## src/rtl/shift_left_logical_seq_if.sv

```systemverilog
// Request/response channel of the multi-cycle left-logical shifter.
//   valid_i/ready_o : request handshake, carrying rs1_i (value) and rs2_i (amount)
//   valid_o/ready_i : response handshake, carrying rd_o (result)
//   busy_o          : an operation is in flight (shifting or waiting to be taken)
// The slave modport is the shifter's view; the master modport is the requester/consumer's view.
interface shift_left_logical_seq_if #(
  parameter int WIDTH = 32
);
  logic             valid_i;
  logic             ready_o;
  logic [WIDTH-1:0] rs1_i;
  logic [WIDTH-1:0] rs2_i;
  logic             valid_o;
  logic             ready_i;
  logic [WIDTH-1:0] rd_o;
  logic             busy_o;

  modport slave (
    input  valid_i, rs1_i, rs2_i, ready_i,
    output ready_o, valid_o, rd_o, busy_o
  );

  modport master (
    output valid_i, rs1_i, rs2_i, ready_i,
    input  ready_o, valid_o, rd_o, busy_o
  );
endinterface

```

## src/rtl/shift_left_logical_seq.sv

```systemverilog
// Multi-cycle left-logical shifter (RV32 SLL/SLLI semantics). Shifts at most STEP bits per clock;
// a single operation is in flight at a time.
// Ports:
//   clk_i : clock, all state changes on the rising edge
//   rst_i : synchronous reset, active high; drops any in-flight operation
//   bus   : shift_left_logical_seq_if.slave
//           request  valid_i/ready_o with rs1_i (value) and rs2_i (amount, low SHAMT_W bits used)
//           response valid_o/ready_i with rd_o = rs1 << amt, zero-filled, 0 while valid_o is low
//           busy_o high while shifting or holding a result
module shift_left_logical_seq #(
  parameter int WIDTH   = 32,
  parameter int SHAMT_W = 5,
  parameter int STEP    = 1
) (
  input  logic                     clk_i,
  input  logic                     rst_i,
  shift_left_logical_seq_if.slave  bus
);

  typedef enum logic [1:0] {
    IDLE  = 2'd0,
    SHIFT = 2'd1,
    DONE  = 2'd2
  } state_t;

  // One extra bit so STEP == WIDTH (e.g. 32 with a 5-bit counter) is representable.
  localparam logic [SHAMT_W:0] STEP_W = (SHAMT_W + 1)'(STEP);

  state_t             state_reg;
  logic [WIDTH-1:0]   data_reg;
  logic [SHAMT_W-1:0] cnt_reg;
  logic               ready_reg;
  logic               valid_reg;
  logic               busy_reg;
  logic [WIDTH-1:0]   rd_reg;

  logic [SHAMT_W-1:0] amt_in;
  logic [SHAMT_W-1:0] step_next;
  logic [SHAMT_W-1:0] cnt_next;
  logic [WIDTH-1:0]   data_next;

  assign amt_in = bus.rs2_i[SHAMT_W-1:0];

  // Upper amount bits are architecturally ignored.
  generate
    if (WIDTH > SHAMT_W) begin : g_unused_hi
      logic unused_rs2_hi;
      assign unused_rs2_hi = ^bus.rs2_i[WIDTH-1:SHAMT_W];
    end
  endgenerate

  // Step size is min(STEP, remaining). When STEP exceeds the counter range the low bits of
  // STEP_W are never selected, because any remaining count is then below STEP.
  always_comb begin
    step_next = STEP_W[SHAMT_W-1:0];
    if ({1'b0, cnt_reg} < STEP_W) begin
      step_next = cnt_reg;
    end
    data_next = data_reg << step_next;
    cnt_next  = cnt_reg - step_next;
  end

  // Handshake flags and result are registered alongside the state so they always reflect it.
  always_ff @(posedge clk_i) begin
    if (rst_i) begin
      state_reg <= IDLE;
      data_reg  <= '0;
      cnt_reg   <= '0;
      ready_reg <= 1'b1;
      valid_reg <= 1'b0;
      busy_reg  <= 1'b0;
      rd_reg    <= '0;
    end else begin
      case (state_reg)
        IDLE: begin
          if (bus.valid_i && ready_reg) begin
            data_reg  <= bus.rs1_i;
            cnt_reg   <= amt_in;
            ready_reg <= 1'b0;
            busy_reg  <= 1'b1;
            if (amt_in == '0) begin
              state_reg <= DONE;
              valid_reg <= 1'b1;
              rd_reg    <= bus.rs1_i;
            end else begin
              state_reg <= SHIFT;
            end
          end
        end
        SHIFT: begin
          data_reg <= data_next;
          cnt_reg  <= cnt_next;
          if (cnt_next == '0) begin
            state_reg <= DONE;
            valid_reg <= 1'b1;
            rd_reg    <= data_next;
          end
        end
        DONE: begin
          // Returning to IDLE here means the next accept is one cycle later at the earliest.
          if (bus.ready_i) begin
            state_reg <= IDLE;
            ready_reg <= 1'b1;
            valid_reg <= 1'b0;
            busy_reg  <= 1'b0;
            rd_reg    <= '0;
          end
        end
        default: begin
          state_reg <= IDLE;
          ready_reg <= 1'b1;
          valid_reg <= 1'b0;
          busy_reg  <= 1'b0;
          rd_reg    <= '0;
        end
      endcase
    end
  end

  assign bus.ready_o = ready_reg;
  assign bus.valid_o = valid_reg;
  assign bus.busy_o  = busy_reg;
  assign bus.rd_o    = rd_reg;

endmodule

```

## src/flat_wrapper.sv

```systemverilog
// flat-port wrapper written by rule: the top's interface ports become plain ports
module shift_left_logical_seq_flat 
#(
  parameter int WIDTH   = 32,
  parameter int SHAMT_W = 5,
  parameter int STEP    = 1
)
  (clk_i, rst_i, bus_valid_i, bus_rs1_i, bus_rs2_i, bus_ready_i, bus_ready_o, bus_valid_o, bus_rd_o, bus_busy_o);
  shift_left_logical_seq_if #(.WIDTH(WIDTH)) bus_i ();
  input  logic clk_i;
  input  logic rst_i;
  input wire logic [$bits(bus_i.valid_i)-1:0] bus_valid_i;
  input wire logic [$bits(bus_i.rs1_i)-1:0] bus_rs1_i;
  input wire logic [$bits(bus_i.rs2_i)-1:0] bus_rs2_i;
  input wire logic [$bits(bus_i.ready_i)-1:0] bus_ready_i;
  output wire logic [$bits(bus_i.ready_o)-1:0] bus_ready_o;
  output wire logic [$bits(bus_i.valid_o)-1:0] bus_valid_o;
  output wire logic [$bits(bus_i.rd_o)-1:0] bus_rd_o;
  output wire logic [$bits(bus_i.busy_o)-1:0] bus_busy_o;
  assign bus_i.valid_i = bus_valid_i;
  assign bus_i.rs1_i = bus_rs1_i;
  assign bus_i.rs2_i = bus_rs2_i;
  assign bus_i.ready_i = bus_ready_i;
  assign bus_ready_o = bus_i.ready_o;
  assign bus_valid_o = bus_i.valid_o;
  assign bus_rd_o = bus_i.rd_o;
  assign bus_busy_o = bus_i.busy_o;
  shift_left_logical_seq #(.WIDTH(WIDTH), .SHAMT_W(SHAMT_W), .STEP(STEP)) u_core (.clk_i(clk_i), .rst_i(rst_i), .bus(bus_i));
endmodule
```

## config.mk

```make
export PLATFORM = sky130hd
export DESIGN_NAME = shift_left_logical_seq_flat
export DESIGN_NICKNAME = d
export VERILOG_FILES = /design/src/rtl/shift_left_logical_seq_if.sv /design/src/rtl/shift_left_logical_seq.sv /design/src/flat_wrapper.sv
export SDC_FILE = /design/constraint.sdc
export NUM_CORES = 1
export LEC_CHECK = 0
export ABC_AREA = 1
export CAP_MARGIN = 10
export CELL_PAD_IN_SITES_DETAIL_PLACEMENT = 0
export CELL_PAD_IN_SITES_GLOBAL_PLACEMENT = 2
export CORE_MARGIN = 5
export CORE_UTILIZATION = 27
export CTS_CLUSTER_DIAMETER = 30
export DETAILED_ROUTE_END_ITERATION = 10
export MAX_ROUTING_LAYER = met4
export PLACE_DENSITY = 0.92
export SYNTH_ARGS = -nofsm -noshare
export SYNTH_HDL_FRONTEND = slang
export SYNTH_SLANG_ARGS = --single-unit
```

## constraint.sdc

```tcl
create_clock -name clk_i -period 3.1 [get_ports clk_i]
set_clock_uncertainty 0.2 [all_clocks]
set_input_delay 0.62 -clock clk_i [delete_from_list [all_inputs] [get_ports clk_i]]
set_output_delay 0.62 -clock clk_i [all_outputs]
set_load 0.1 [all_outputs]
```

### Word level (Yosys, flattened, before mapping)

Cells that the tools add are included.

* flip-flop bits (word level): 74
* input port bits: 68
* output and inout bits: 35
* logic and storage cells: 51

* add/sub/neg operators: 1
* magnitude comparators: 1
* equality and inequality tests: 6
* multiplexer cells: 25
* shift operators: 1
* bitwise logic cells: 1
* reductions and logical operators: 9

Operators by type and width (number)
* $mux 32: 5
* $pmux 32 s3: 1
* $pmux 32 s2: 1
* $shl 32x5->32: 1
* $logic_not 5->1: 2
* $mux 5: 2
* $pmux 5 s2: 1
* $pmux 1 s3: 3
* $mux 2: 4
* $mux 1: 7
* $ne 2x1->1 const B: 3
* $pmux 2 s3: 1
* $reduce_and 3->1: 2
* $lt 5x1->1 const B: 1
* $sub 5x5->5: 1
* $reduce_and 4->1: 1
* $eq 2x1->1 const B: 1
* $eq 2x2->1 const B: 1
* $logic_not 2->1: 1
* $ne 2x2->1 const B: 1
* $reduce_and 2->1: 1
* $reduce_bool 2->1: 1
* $logic_and 1x1->1: 1
* $not 1->1: 1

### Depth between registers and ports, before layout

* depth after elaboration: 6
* gate-level depth with buffers: 14
* depth with buffers taken out: 13

### Worst setup path before layout

OpenSTA, ideal clock, no wires.

* kind: reg-to-reg
* start point: register u_core.ready_reg (netlist: u_core.bus.ready_o)
* end point: register u_core.data_reg[22]
* path buffers: 1
* setup time: 0.126 ns
* path slack: 0.805 ns
* data required time: 2.774 ns
* arrival time: 1.969 ns
* clock period less this slack: 2.295 ns
* cell stages (with the launch flop): 7
* path through: dfxtp_1 nand2_1 a21oi_1 clkinv_1 clkbuf_1 a21oi_1 a21oi_1

* cells in the longest elaborated chain, start to end: 3

Ends and longest elaborated chain
* start, declared: line shift_left_logical_seq.sv:32 `logic ready_reg;`
* start signal, assigned: line shift_left_logical_seq.sv:69 `ready_reg <= 1'b1;`
* start signal, assigned: line shift_left_logical_seq.sv:79 `ready_reg <= 1'b0;`
* start signal, assigned: line shift_left_logical_seq.sv:103 `ready_reg <= 1'b1;`
* $logic_and 1x1->1: line shift_left_logical_seq.sv:76 `if (bus.valid_i && ready_reg) begin`
* $ne 2x1->1 (no source line)
* $reduce_and 2->1 (no source line)
* end signal, assigned: line shift_left_logical_seq.sv:77 `data_reg <= bus.rs1_i;`
* end signal, assigned: line shift_left_logical_seq.sv:91 `data_reg <= data_next;`
* end, declared: line shift_left_logical_seq.sv:30 `logic [WIDTH-1:0] data_reg;`

No other way between the ends.
A chain may end at the register's enable or synchronous reset.

### Worst setup path in the final report

* start point: register u_core.state_reg[0]
* end point: register u_core.rd_reg[15] (netlist: u_core.bus.rd_o[15])

* cells in the longest elaborated chain, start to end: 3
* elaborated cells on any way between the ends: 9
* classes of those cells: 6 x eq/ne; 1 x mux; 2 x reduce/logical

Ends and longest elaborated chain
* start, declared: line shift_left_logical_seq.sv:29 `state_t state_reg;`
* start signal, assigned: line shift_left_logical_seq.sv:66 `state_reg <= IDLE;`
* start signal, assigned: line shift_left_logical_seq.sv:82 `state_reg <= DONE;`
* start signal, assigned: line shift_left_logical_seq.sv:86 `state_reg <= SHIFT;`
* $eq 2x1->1, or another cell as far along: line shift_left_logical_seq.sv:74 `case (state_reg)`
* $ne 2x1->1 (no source line) / $ne 2x2->1 (equally long branches)
* $reduce_and 4->1 (no source line)
* end signal, assigned: line shift_left_logical_seq.sv:84 `rd_reg <= bus.rs1_i;`
* end signal, assigned: line shift_left_logical_seq.sv:96 `rd_reg <= data_next;`
* end, declared: line shift_left_logical_seq.sv:35 `logic [WIDTH-1:0] rd_reg;`

Several ways; a longest one is shown, not always the timed one.

==> out/qor.csv <==
stage,metric,value,unit
place,pre-CTS setup slack,0.538,ns
critical_path,worst path required time,3.12,ns
critical_path,crit-path leading delay family,buffers and inverters,
die,die area,15900,um2
synth,top_reg_cell synth,dfxtp_1,
global_route,GRT Util Overall,14.3,%
final_layout,"commonest cells after routing, fill and taps aside","nand2_1, nor2_1, dfxtp_1",
synth,syn_nets,642,
timing,RSZ-0062 raised after global routing,no,
critical_path,kind of critical path,flip-flop to flip-flop,
route,vias per inst,4.63,
critical_path,"Slowest-stage cell, CP",inv_2,
synth,Mapped Cells,573,
clock_network,H-tree lvl count,3,
final_layout,number of fill cells,1467,
die,die height,126,um
route,Wirelength per Cell,13.4,um
hold_path,Hold WC Path Type,flip-flop to flip-flop,
clock_network,clock root buffer master,clkbuf_16,
clock_network,Clock Latency Late Sink,0.33,ns
timing,final setup violation count,0,
critical_path,crit start category,flip-flop,
die,Core Area,13200,um2
run,max cap viols,0,
global_route,first-pass GRT wire length,18.1,mm
synth,synthesized flop and latch total,74,
die,die extent in x,126,um
final_layout,"commonest non-fill, non-tap cell in the layout",nand2_1,
global_route,pin count of the biggest net entering global routing,40,
critical_path,crit path buf inv count,2,
timing,Fin. Hold Viols,0,
clock_network,CTS tree,yes,
clock_network,Clock transition at path regs,0.06,ns
final_layout,multi-input logic area,1900,um2
route,drt pass-1 iters,4,
route,WL final,10.9,mm
global_route,vias in the first global route,3582,
clock_network,hold_buf cts,0,
final_layout,P&R area growth vs syn,31.4,%
critical_path,"critical path, cell by cell",inv_2 -> nand3b_1 -> nand3_1 -> o21ai_2 -> nand3_2 -> buf_4 -> nand2_1 -> nand2_1 -> nor2_1,
place,Routability Congestion,0.807,
clock_network,Num CTS Buffers,9,
synth,synth unique cells,25,
die,Initial Util,27.6,%
clock_network,setup bufs post-CTS,0,
global_route,GRT overflow,0,
critical_path,"most used cell, CP",nand2_1,
die,Site Rows,42,
synth,post-synthesis sequential area ratio,40.6,%
timing,Worst Tran Pin Value,0.710,ns
timing,Tmin final,2.47,ns
final_layout,FF+latch area,1480,um2
synth,Synth Warn #,0,
global_route,initial antenna violation count,0,
final_layout,diodes inserted,0,
synth,"Cell Area, Synth",3650,um2
place,PortBufs,75,
clock_network,Sinks on Clock Net,74,
clock_network,clk buf depth,2,
route,via count,3786,
critical_path,"Max FO, Critical Path",36,
synth,number of synthesized flops with an enable pin,0,
synth,"Avg Cell Area, Syn",6.37,um2
timing,post-route setup slack,0.632,ns
timing,Slew Limit Fails,0,
timing,Rel. slew slack,52.6,%
die,I/O Pins,103,
clock_network,post_cts resized,0,
route,post-route ant nets,0,
timing,final hold slack,0.273,ns
critical_path,crit path DAT,2.49,ns
status,status,"complete, no violations",
final_layout,nets@finish,706,
route,1st-iter DRT viols,206,
critical_path,CP peak stage delay,0.55,ns
critical_path,Worst Setup End Kind,flip-flop,
timing,fin crit share,79.6,%
timing,fmax,0.405,GHz
place,hpwl dp,7.31,mm
route,drt drc,0,
timing,Setup TNS,0,ns
synth,ys async rst share,0,%
final_layout,share of cells above drive strength 1,10.6,%
-- cells in the mapped netlist, types with 8 or more instances --
cell type  count  area, um2
a21oi_1       73        365
inv_1         30        113
nand3_1       32        160
buf_2          8       40.0
clkbuf_1      26       97.6
nand2_1      135        507
nor2_1       100        375
o21ai_0       72        360
dfxtp_1       74       1480
-- per-stage QoR --
stage          area (um2)  cells  utilization, %
2_1_floorplan        3650    573               -
3_3_place_gp         4500    802            33.9
3_5_place_dp         4500    802            33.9
4_1_cts              4800    817            36.2
5_1_grt              4800    817            36.2
6_report             4800    817            36.2
-- layer usage --
metal	GRT usage (%)	part of all wire (%)	routed length [um]	vias to the layer above
met4	4.54	1.5	161	0
met2	22.0	47	5110	102
met3	2.50	5.3	574	10
li1	-	-	-	1990
met5	-	0	0	-
met1	19.0	47	5090	1684
-- cells by family (layout without fill, tap and decap cells) --
kind of cell    after synthesis  count (layout)  synth area share, %
compound gates              153             153                 21.5
buf+inv                      70             138                 7.54
flops                        74              74                 40.6
fa+ha+maj                     1               1                0.343
simple gates                275             275                 30.1
-- worst paths after layout --
| check | start | end | slack, ns | cells after the start |
|---|---|---|---|---|
| worst max register to register | u_core.state_reg[0] | u_core.bus.rd_o[15] | 0.63 | 9 |
| worst max-delay path | u_core.state_reg[0] | u_core.bus.rd_o[15] | 0.63 | 9 |
| worst min register to register | u_core.bus.valid_o | u_core.bus.valid_o | 0.27 | 2 |
| worst min-delay path | u_core.bus.valid_o | u_core.bus.valid_o | 0.27 | 2 |
-- layout make-up --
| cell class | count | area share [%] |
|---|---|---|
| Clock buffer | 12 | 4.93 |
| Clock inverter | 3 | 1.36 |
| Inverter | 34 | 2.66 |
| Multi-Input combinational cell | 429 | 39.6 |
| Sequential cell | 74 | 30.9 |
| Tap cell | 176 | 4.59 |
| Timing Repair Buffer | 89 | 16.0 |
-- worst reg2reg max path: cells and delay by family, from the launching register on --
kind / cells / cell delay, ns
buf+inv: 2 / 0.89
simple gates: 6 / 0.80
flops: 1 / 0.37
compound gates: 1 / 0.10
Power is not shown: default switching activity piles up to over one toggle a cycle in this logic, so the estimate is an artifact.
